File: src/rtl/pipeline_ctrl.sv
// pipeline_ctrl
// Stall, flush and forwarding controller for a 5-stage RV32I pipeline
// (IF, ID, EX, MEM, WB). Replaces the constant stage-register enables of the
// datapath with hazard-aware load/flush enables. Also produces EX operand
// forwarding selects, freezes the pipeline while a memory response is
// outstanding, and raises a sticky timeout flag if that freeze lasts too long.
//
// Optional feature macro: PIPE_CTRL_PERF_EN
//   defined   : stall_cycles / flush_count are live saturating counters
//   undefined : counter flops are removed, both outputs read 0
//
// Ports
//   clk                          sole clock
//   rst                          synchronous active-low reset
//   imem_resp                    instruction word valid this cycle
//   dmem_req / dmem_resp         MEM-stage access outstanding / completing
//   id_rs1, id_rs2               ID source registers
//   id_use_rs1, id_use_rs2       ID instruction actually reads that source
//   ex_rs1, ex_rs2               EX source registers
//   ex_rd, mem_rd, wb_rd         destination registers of EX, MEM, WB
//   ex_mem_read                  EX instruction is a load
//   mem_regwrite, wb_regwrite    MEM / WB writes the register file
//   ex_br_taken                  EX resolves a taken branch or jump
//   load_*                       PC and stage-register load enables
//   flush_if_id, flush_id_ex     load a NOP/bubble instead of the input
//   pc_sel                       1 selects the branch target for the PC
//   fwd_a_sel, fwd_b_sel         00 regfile, 01 EX/MEM result, 10 MEM/WB result
//   mem_timeout                  sticky watchdog error flag
//   stall_cycles, flush_count    performance counters

module pipeline_ctrl #(
   parameter int REG_W    = 5,
   parameter int MAX_WAIT = 15,
   parameter int CNT_W    = 32
) (
   input  logic             clk,
   input  logic             rst,
   input  logic             imem_resp,
   input  logic             dmem_req,
   input  logic             dmem_resp,
   input  logic [REG_W-1:0] id_rs1,
   input  logic [REG_W-1:0] id_rs2,
   input  logic             id_use_rs1,
   input  logic             id_use_rs2,
   input  logic [REG_W-1:0] ex_rs1,
   input  logic [REG_W-1:0] ex_rs2,
   input  logic [REG_W-1:0] ex_rd,
   input  logic [REG_W-1:0] mem_rd,
   input  logic [REG_W-1:0] wb_rd,
   input  logic             ex_mem_read,
   input  logic             mem_regwrite,
   input  logic             wb_regwrite,
   input  logic             ex_br_taken,
   output logic             load_pc,
   output logic             load_if_id,
   output logic             load_id_ex,
   output logic             load_ex_mem,
   output logic             load_mem_wb,
   output logic             flush_if_id,
   output logic             flush_id_ex,
   output logic             pc_sel,
   output logic [1:0]       fwd_a_sel,
   output logic [1:0]       fwd_b_sel,
   output logic             mem_timeout,
   output logic [CNT_W-1:0] stall_cycles,
   output logic [CNT_W-1:0] flush_count
);

   localparam int WAIT_W = $clog2(MAX_WAIT + 1);
   localparam logic [WAIT_W-1:0] WAIT_LIMIT = WAIT_W'(MAX_WAIT);
   localparam logic [REG_W-1:0]  REG_ZERO   = '0;

   typedef enum logic [1:0] {
      ST_RUN,
      ST_WAIT,
      ST_TIMEOUT
   } state_t;

   state_t            state;
   state_t            state_next;
   logic [WAIT_W-1:0] wait_cnt;
   logic [WAIT_W-1:0] wait_cnt_next;

   logic freeze;
   logic hold;
   logic load_use;

   // A memory freeze and the terminal timeout state both stop the pipeline
   // the same way, so they are merged into one hold term.
   assign freeze   = !imem_resp | (dmem_req & !dmem_resp);
   assign hold     = freeze | (state == ST_TIMEOUT);
   assign load_use = ex_mem_read & (ex_rd != REG_ZERO) &
                     ((id_use_rs1 & (id_rs1 == ex_rd)) |
                      (id_use_rs2 & (id_rs2 == ex_rd)));

   // Watchdog state register; reset wins over any freeze or timeout.
   always_ff @(posedge clk) begin
      if (!rst) begin
         state    <= ST_RUN;
         wait_cnt <= '0;
      end else begin
         state    <= state_next;
         wait_cnt <= wait_cnt_next;
      end
   end

   // Watchdog next state. The counter holds the number of frozen cycles seen
   // so far; it stops at WAIT_LIMIT, so it can never wrap.
   always_comb begin
      state_next    = state;
      wait_cnt_next = wait_cnt;
      unique case (state)
         ST_RUN: begin
            if (freeze) begin
               state_next    = ST_WAIT;
               wait_cnt_next = WAIT_W'(1);
            end
         end
         ST_WAIT: begin
            if (!freeze) begin
               state_next    = ST_RUN;
               wait_cnt_next = '0;
            end else if (wait_cnt == WAIT_LIMIT) begin
               state_next = ST_TIMEOUT;
            end else begin
               wait_cnt_next = wait_cnt + WAIT_W'(1);
            end
         end
         ST_TIMEOUT: begin
            state_next = ST_TIMEOUT;
         end
         default: begin
            state_next    = ST_RUN;
            wait_cnt_next = '0;
         end
      endcase
   end

   // Stage enables in priority order. A branch held in EX during a freeze
   // needs no storage: EX does not advance, so ex_br_taken is still asserted
   // in the first unfrozen cycle. A load-use hazard coinciding with a taken
   // branch is ignored because the dependent instruction is flushed anyway.
   always_comb begin
      load_pc     = 1'b1;
      load_if_id  = 1'b1;
      load_id_ex  = 1'b1;
      load_ex_mem = 1'b1;
      load_mem_wb = 1'b1;
      flush_if_id = 1'b0;
      flush_id_ex = 1'b0;
      pc_sel      = 1'b0;
      if (!rst) begin
         load_pc     = 1'b0;
         load_if_id  = 1'b0;
         load_id_ex  = 1'b0;
         load_ex_mem = 1'b0;
         load_mem_wb = 1'b0;
         flush_if_id = 1'b1;
         flush_id_ex = 1'b1;
      end else if (hold) begin
         load_pc     = 1'b0;
         load_if_id  = 1'b0;
         load_id_ex  = 1'b0;
         load_ex_mem = 1'b0;
         load_mem_wb = 1'b0;
      end else if (ex_br_taken) begin
         pc_sel      = 1'b1;
         flush_if_id = 1'b1;
         flush_id_ex = 1'b1;
      end else if (load_use) begin
         load_pc     = 1'b0;
         load_if_id  = 1'b0;
         flush_id_ex = 1'b1;
      end
   end

   // Forwarding selects: the younger MEM result beats WB, x0 never forwards.
   always_comb begin
      fwd_a_sel = 2'b00;
      fwd_b_sel = 2'b00;
      if (rst) begin
         if (mem_regwrite && mem_rd != REG_ZERO && mem_rd == ex_rs1) begin
            fwd_a_sel = 2'b01;
         end else if (wb_regwrite && wb_rd != REG_ZERO && wb_rd == ex_rs1) begin
            fwd_a_sel = 2'b10;
         end
         if (mem_regwrite && mem_rd != REG_ZERO && mem_rd == ex_rs2) begin
            fwd_b_sel = 2'b01;
         end else if (wb_regwrite && wb_rd != REG_ZERO && wb_rd == ex_rs2) begin
            fwd_b_sel = 2'b10;
         end
      end
   end

   assign mem_timeout = (state == ST_TIMEOUT);

`ifdef PIPE_CTRL_PERF_EN
   logic stall_event;
   logic flush_event;

   assign stall_event = hold | (!ex_br_taken & load_use);
   assign flush_event = !hold & ex_br_taken;

   // Saturating performance counters, updated on the edge ending the event.
   always_ff @(posedge clk) begin
      if (!rst) begin
         stall_cycles <= '0;
         flush_count  <= '0;
      end else begin
         if (stall_event && stall_cycles != '1) begin
            stall_cycles <= stall_cycles + CNT_W'(1);
         end
         if (flush_event && flush_count != '1) begin
            flush_count <= flush_count + CNT_W'(1);
         end
      end
   end
`else
   assign stall_cycles = '0;
   assign flush_count  = '0;
`endif

endmodule

File: config.mk
export PLATFORM = sky130hd
export DESIGN_NAME = pipeline_ctrl
export DESIGN_NICKNAME = d
export VERILOG_FILES = /design/src/rtl/pipeline_ctrl.sv
export SDC_FILE = /design/constraint.sdc
export NUM_CORES = 1
export LEC_CHECK = 0
export ABC_AREA = 1
export CORE_MARGIN = 8
export CORE_UTILIZATION = 50
export CTS_CLUSTER_DIAMETER = 60
export DETAILED_ROUTE_END_ITERATION = 8
export DONT_BUFFER_PORTS = 1
export GPL_ROUTABILITY_DRIVEN = 0
export HOLD_SLACK_MARGIN = 0.02
export SKIP_LAST_GASP = 1
export SYNTH_ARGS = -nofsm -noshare
export SYNTH_HDL_FRONTEND = slang
export SYNTH_SLANG_ARGS = --single-unit
File: constraint.sdc
create_clock -name clk -period 2.4 [get_ports clk]
set_input_delay 0.24 -clock clk [delete_from_list [all_inputs] [get_ports clk]]
set_output_delay 0.24 -clock clk [all_outputs]
set_load 0.05 [all_outputs]
Word level (Yosys, flattened, before mapping)
Index checks and enable logic that the tools add are counted.

operators by class
  add/subtract/negate cells = 1
  eq/ne operators = 12
  muxes and demuxes = 28
  bitwise logic cells = 9
  reductions and logical operators = 14

operators with widths
  operator               number
  $eq A5 B5 Y1           6
  $mux W2                9
  $reduce_bool A5 Y1     3
  $mux W1                14
  $mux W4                3
  $pmux W4 S3            1
  $logic_and A1 B1 Y1    6
  $ne A3 B3 Y1 const B   2
  $pmux W2 S3            1
  $and A1 B1 Y1          5
  $add A4 B1 Y4 const B  1
  $eq A4 B4 Y1 const B   1
  $or A1 B1 Y1           3
  $reduce_and A3 Y1      1
  $eq A2 B1 Y1 const B   1
  $eq A2 B2 Y1 const B   1
  $logic_not A1 Y1       2
  $logic_not A2 Y1       1
  $ne A2 B2 Y1 const B   1
  $reduce_and A2 Y1      1
  $not A1 Y1             1

word-level totals
  bits in registers = 6
  bits of input ports = 46
  word-level logic and storage cells = 66

Logic depth before layout (Yosys ltp)
Gate-level depths: netlist of the first run.

  depth after elaboration = 8
  mapped depth = 10
  mapped depth without buffers = 9

Least setup slack after synthesis of the first run
OpenSTA, ideal clock, no wires.

  kind = reg-to-output
  from = register state[0]
  to = output load_pc
  data arrival time = 2.016 ns
  path slack = 0.144 ns
  stages on the path, launching flop included = 10
  path buffers = 1
  path through = dfxtp_1 > inv_2 > nand2_1 > inv_2 > nor2_2 > inv_2 > nor2_2 > nand2_1 > inv_1 > buf_4

on the way
  word-level cells in the longest chain between the ends = 4

ends and longest elaborated chain
  item                    line  text
  from (decl)             79    state_t state;
  from (signal assigned)  102   state <= state_next;
  $eq A2 B2 Y1            -
  named net mem_timeout   64    output logic mem_timeout,
  $or A1 B1 Y1            91    assign hold = freeze | (state == ST_TIMEOUT);
  $mux W1                 160   end else if (hold) begin
  $mux W1                 152   if (!rst) begin
  to (decl)               54    output logic load_pc,

The timed path passes the listed nets, and every way through them passes these cells.

Worst setup path in the final report of the first run
  from = register state[1]
  to = output flush_id_ex

on the way
  word-level cells in the longest chain between the ends = 4

ends and longest elaborated chain
  item                   line  text
  $eq A2 B2 Y1           -
  named net mem_timeout  64
  $or A1 B1 Y1           91
  $mux W1                160
  $mux W1                152
  to (decl)              60    output logic flush_id_ex,

The timed path passes the listed nets, and every way through them passes these cells.

==> metrics.md, run 1 <==
| Metric | Value |
|---|---|
| DP HPWL | `3010 um` |
| Post-cts sizing count | `0` |
| CP cell instances | `nand2_1 > inv_2 > nor2_2 > a21oi_1 > nand2_1` |
| Pre-antenna DRT Iters | `4` |
| Synth area leaders | `buf_4 (35%), nand2_1 (12%), dfxtp_1 (8.2%), inv_1 (7.2%), nor2_1 (6.2%)` |
| R2r setup slk | `1.18 ns` |
| Max Clock Freq | `0.533 GHz` |
| Worst hold path type | `in -> reg` |
| H-tree levels | `1` |
| Post-route minimum period | `1.88 ns` |
| Hold_sp | `rst` |
| FF+latch count, synth | `6` |
| Avg Inst Size Synth | `6.07 sq um` |
| RR Endpoint | `wait_cnt[2]` |
| Antenna violations before repair | `0` |
| Max Cap Viol | `0` |
| Post-synthesis cell type count | `24` |
| TritonCTS clock tree | `built` |
| Via density per instance | `4.17` |
| Netlist Area Pre-Place | `1460 sq um` |
| Seq pwr share | `18.7%` |
| Leakage | `0.782 nW` |
| Largest net degree at the start of global routing | `11` |
| Psw | `0.350 mW` |
| Post-CTS setup buffers | `0` |
| Critical Path RT | `2.16 ns` |
| Die width | `70.0 um` |
| Post-Syn Instances | `240` |
| ANT nets after route | `0` |
| Root Buffer | `clkbuf_4` |
| Drc violations | `0` |
| Max-slew violation count | `0` |
| Final Cycle Share | `78.2%` |
| # fillers | `312` |
| Die Ht | `70.0 um` |
| Post-cts hold buffer count | `0` |
| Reg2reg start | `wait_cnt[0]` |
| Hold Path Cell Cnt | `2` |
| Largest area contributor in the synthesized netlist | `buf_4` |
| Pwr Density | `427 nW/um^2` |
| Final WL | `3190 um` |
| Clk Latency, worst-skew pair | `0.24 ns` |
| Final hold vios | `0` |
| Max Buffers Root-to-Sink | `2` |
| Worst Path Arrival | `1.64 ns` |
| Yosys warns | `0` |
| Fin Hold WS | `0.131 ns` |
| Worst Hold End | `wait_cnt[0]` |
| Slowest stage delay, CP | `0.43 ns` |
| CP delay by family, top | `simple AND/OR/NAND/NOR gates` |
| Post-route setup TNS | `0 ns` |
| Area delta synth->final | `-9.27%` |
| Int Power | `0.214 mW` |
| Nets@finish | `295` |
| CTS Buf Count | `3` |
| Worst vdd ir | `0.274 mV` |
| Critical path class | `reg -> out` |
| R2r worst-path depth | `7` |
| Core Region | `2760 sq um` |
| Most used cell, CP | `nand2_1` |
| Port Buffers | `0` |
| Drt wl/cell | `11.5 um` |
| Max FO, Critical Path | `5` |
| Final setup fails | `0` |
| Fraction of layout cells with a size suffix above 1 | `10.6%` |
| Grt total ovfl | `0` |
| Total track usage | `12.2%` |
| Initial core utilization | `52.9%` |
| Sw frac | `62.1%` |
| CP startpoint kind | `flop` |
| Vias in the first global route | `1218` |
| Instance count on the critical path | `5` |
| Die area | `4900 sq um` |
| Clk slew on worst S/H paths | `0.05 ns` |
| Top-Level Pins | `123` |
| RSZ-0062 raised after global routing | `no` |
| Seq/Total Area, Yosys | `8.24%` |
| Outcome | `complete, no violations` |
| Global-route wire length before repair | `5310 um` |
| Worst path bufs/invs | `1` |
| Slowest CP cell | `dfxtp_1` |
| Via Count | `1154` |
| Row count | `19` |
| 1st-iter DRT viols | `47` |
| Combinational power share | `64.8%` |
| Area share of the largest cell type after synthesis | `34.5%` |
| Sink Count | `6` |
| Clock power frac | `16.5%` |
| Antenna diodes | `0` |
| Crit path capture type | `output pin` |
| Layout Skew | `0.00122 ns` |
[cell usage after synthesis]
library cell,instances
a21boi_4,1
a21oi_1,8
buf_4,67
clkinv_1,1
conb_1,1
dfxtp_1,6
ha_1,1
inv_1,28
inv_2,3
nand2_1,47
nand2_2,3
nand3_1,11
nand3_4,1
nand4_1,4
nor2_1,24
nor2_2,4
nor2_4,1
nor3_1,3
nor4_1,1
o21ai_0,4
o21ai_2,1
or2_2,2
xnor2_1,10
xor2_1,8
[worst max path at each step]
stage / to / start / slack (ns)
finish: flush_id_ex / state[1] / 0.52
global route: flush_id_ex / state[1] / 0.41
CTS: flush_id_ex / state[1] / 0.49
detailed placement: flush_id_ex / state[1] / 0.75
global placement: flush_id_ex / state[1] / 0.78
floorplan: load_pc / state[0] / 0.14
[through the flow]
stage	setup WS (ns)	power [mW]	util (%)	area, sq um	cells
after global placement	0.780	0.468	47.1	1300	274
after CTS	0.492	0.564	48.0	1320	277
after floorplan	0.144	0.531	-	1690	303
after global routing	0.411	0.599	48.0	1320	277
after detailed placement	0.751	0.469	47.1	1300	274
final	0.524	0.564	48.0	1320	277
[state kept, by name, summed over array words and instances (netlist names)]
| name | flops |
|---|---|
| wait_cnt | 4 |
| state | 2 |
[cell usage in the layout (no fill, tap or decap)]
cell and instances:
conb_1 64, nand2_1 47, inv_1 28, nor2_1 24
nand3_1 11, xnor2_1 10, xor2_1 8, a21oi_1 8
buf_4 6, dfxtp_1 6, o21ai_0 4, nand4_1 4
inv_2 3, nor3_1 3, nand2_2 3, nor2_2 3
clkbuf_4 3, or2_2 2, nor2_4 2, clkinv_1 1
a21boi_4 1, nor4_1 1, o21ai_2 1, nand3_4 1
ha_1 1, buf_12 1
[power by group through the flow]
stage                     registers (mW)  clock network [mW]  logic (mW)
after floorplan                    0.107                   0       0.424
after global placement             0.107                   0       0.361
after detailed placement           0.107                   0       0.362
after CTS                          0.106              0.0968       0.362
after global routing               0.106               0.103       0.390
final                              0.106              0.0928       0.366
[layer usage]
layer	part of all wire (%)	vias up	GRT usage, %
met5	0	-	0
met2	48	78	21.2
li1	-	612	-
met1	33	462	10.8
met3	19	2	9.46
met4	0.44	0	2.68
[cells by family after synthesis]
kind of cell             synth area share [%]
adder cells (fa/ha/maj)                 0.858
buffers and inverters                    42.7
flip-flops                               8.24
AND/OR/NAND/NOR                          31.1
other                                   0.257
XOR/XNOR                                 10.8
AO/OA/AOI/OAI                            6.01
[area by class of cell]
cell class,count,area (sq um),area share (%)
Timing Repair Buffer,7,65.1,4.92
Clock buffer,3,22.5,1.70
Sequential cell,6,120,9.08
Inverter,32,120,9.08
Tap cell,31,38.8,2.93
Multi-Input combinational cell,198,956,72.3
(Power assumes the default switching activity.)
==> run 2: changes to the inputs <==
Clock period 2.4 ns to 1.92 ns, I/O delays scaled along.
==> metrics.md, run 2 (synthesis gave the netlist of run 1 again) <==
| Metric | Value |
|---|---|
| Max Clock Freq | `0.597 GHz` |
| Most frequent cells in the layout | `conb_1 (64), nand2_1 (47), inv_1 (28)` |
| Post-route minimum period | `1.67 ns` |
| Clk slew on worst S/H paths | `0.04 ns` |
| Total track usage | `12.2%` |
| Worst hold path type | `in -> reg` |
| Die area | `4900 sq um` |
| Post-CTS setup buffers | `0` |
| 1st-iter DRT viols | `38` |
| Max Buffers Root-to-Sink | `2` |
| Worst Path Arrival | `1.48 ns` |
| Via Count | `1164` |
| Critical Path RT | `1.73 ns` |
| Core Region | `2760 sq um` |
| Largest net degree at the start of global routing | `11` |
| Grt total ovfl | `0` |
| Final hold vios | `0` |
| Row count | `19` |
| Post-cts sizing count | `0` |
| Top-Level Pins | `123` |
| Area delta synth->final | `-8.41%` |
| Setup crit start | `state[0]` |
| Final setup fails | `0` |
| Antenna diodes | `0` |
| Total power | `0.704 mW` |
| RR Endpoint | `wait_cnt[2]` |
| Layout Skew | `0.000175 ns` |
| Sink Count | `6` |
| Fraction of layout cells with a size suffix above 1 | `11.3%` |
| R2r worst-path depth | `7` |
| Most common cell after layout, fill and taps aside | `conb_1` |
| CTS Buf Count | `3` |
| Top reg by flops | `wait_cnt` |
| R2r setup slk | `0.70 ns` |
| Global-route wire length before repair | `5260 um` |
| Biggest regs | `wait_cnt (4), state (2)` |
| Die width | `70.0 um` |
| CP startpoint kind | `flop` |
| Post-Route Utilization | `48.4%` |
| Outcome | `complete, no violations` |
| Final Cycle Share | `87.2%` |
| RSZ-0062 raised after global routing | `no` |
| Setup ws final | `0.246 ns` |
| Antenna violations before repair | `0` |
| Initial core utilization | `52.9%` |
| Reg2reg start | `wait_cnt[1]` |
| Post-cts hold buffer count | `0` |
| Root Buffer | `clkbuf_4` |
| Crit path capture type | `output pin` |
| TritonCTS clock tree | `built` |
| Die Ht | `70.0 um` |
| Clk Latency, worst-skew pair | `0.24 ns` |
| Max-slew violation count | `0` |
| Leakage | `0.789 nW` |
| DP HPWL | `3000 um` |
| Dpl cell area | `1310 sq um` |
| Crit path capture | `load_ex_mem` |
| ANT nets after route | `0` |
| Vias in the first global route | `1235` |
| Max FFs per register | `4` |
| Max FO, Critical Path | `4` |
| Drt wl/cell | `11.6 um` |
| Post-route setup TNS | `0 ns` |
| Max Cap Viol | `0` |
| Critical path class | `reg -> out` |
| Final WL | `3220 um` |
| Drc violations | `0` |
| Pre-antenna DRT Iters | `4` |
| Nets@finish | `296` |
| Port Buffers | `0` |
| Worst vdd ir | `0.369 mV` |
| Post-route cell area | `1340 sq um` |
| Via density per instance | `4.19` |
| Pre-CTS setup slack | `0.496 ns` |
| H-tree levels | `1` |
| Pwr Density | `527 nW/um^2` |
## run 2: per-stage QoR
stage          cells  hold slack (ns)
4_1_cts          278           0.0846
3_5_place_dp     275            0.348
2_1_floorplan    303            0.328
5_1_grt          278           0.0767
6_report         278           0.0846
3_3_place_gp     275            0.353
## run 2: worst min-delay path by stage
stage,start,to,cells after the start
final,rst,wait_cnt[0],2
after global routing,rst,wait_cnt[0],2
after CTS,rst,wait_cnt[0],2
after detailed placement,rst,wait_cnt[0],2
after global placement,rst,wait_cnt[0],2
after floorplan,rst,wait_cnt[0],2
## run 2: routing by layer
metal	share of wire [%]	wire length, um	track usage (%)	vias to the layer above
met3	18	565	8.33	2
met4	0.31	10	4.02	0
met2	48	1540	21.1	74
met5	0	0	0	-
met1	34	1110	11.2	473
li1	-	-	-	615
## run 2: power breakdown
group	leakage [nW]	switching [mW]	internal [mW]
clock network	0.0138	0.0440	0.0706
registers	0.0490	0.00285	0.129
logic	0.726	0.389	0.0678
## run 2: area by class of cell
type | instances | area (sq um)
sequential | 6 | 120
multi-input combinational | 198 | 961
fill | 315 | 1420
tap | 31 | 38.8
timing repair buffer | 8 | 72.6
inverter | 32 | 120
clock buffer | 3 | 22.5
## run 2: critical path: stages (launching register included)
cell and delay [ns]:
dfxtp_1 0.33, inv_2 0.07, nand2_1 0.09, inv_2 0.05, nor2_2 0.15, inv_2 0.07, nor2_4 0.08, buf_4 0.39
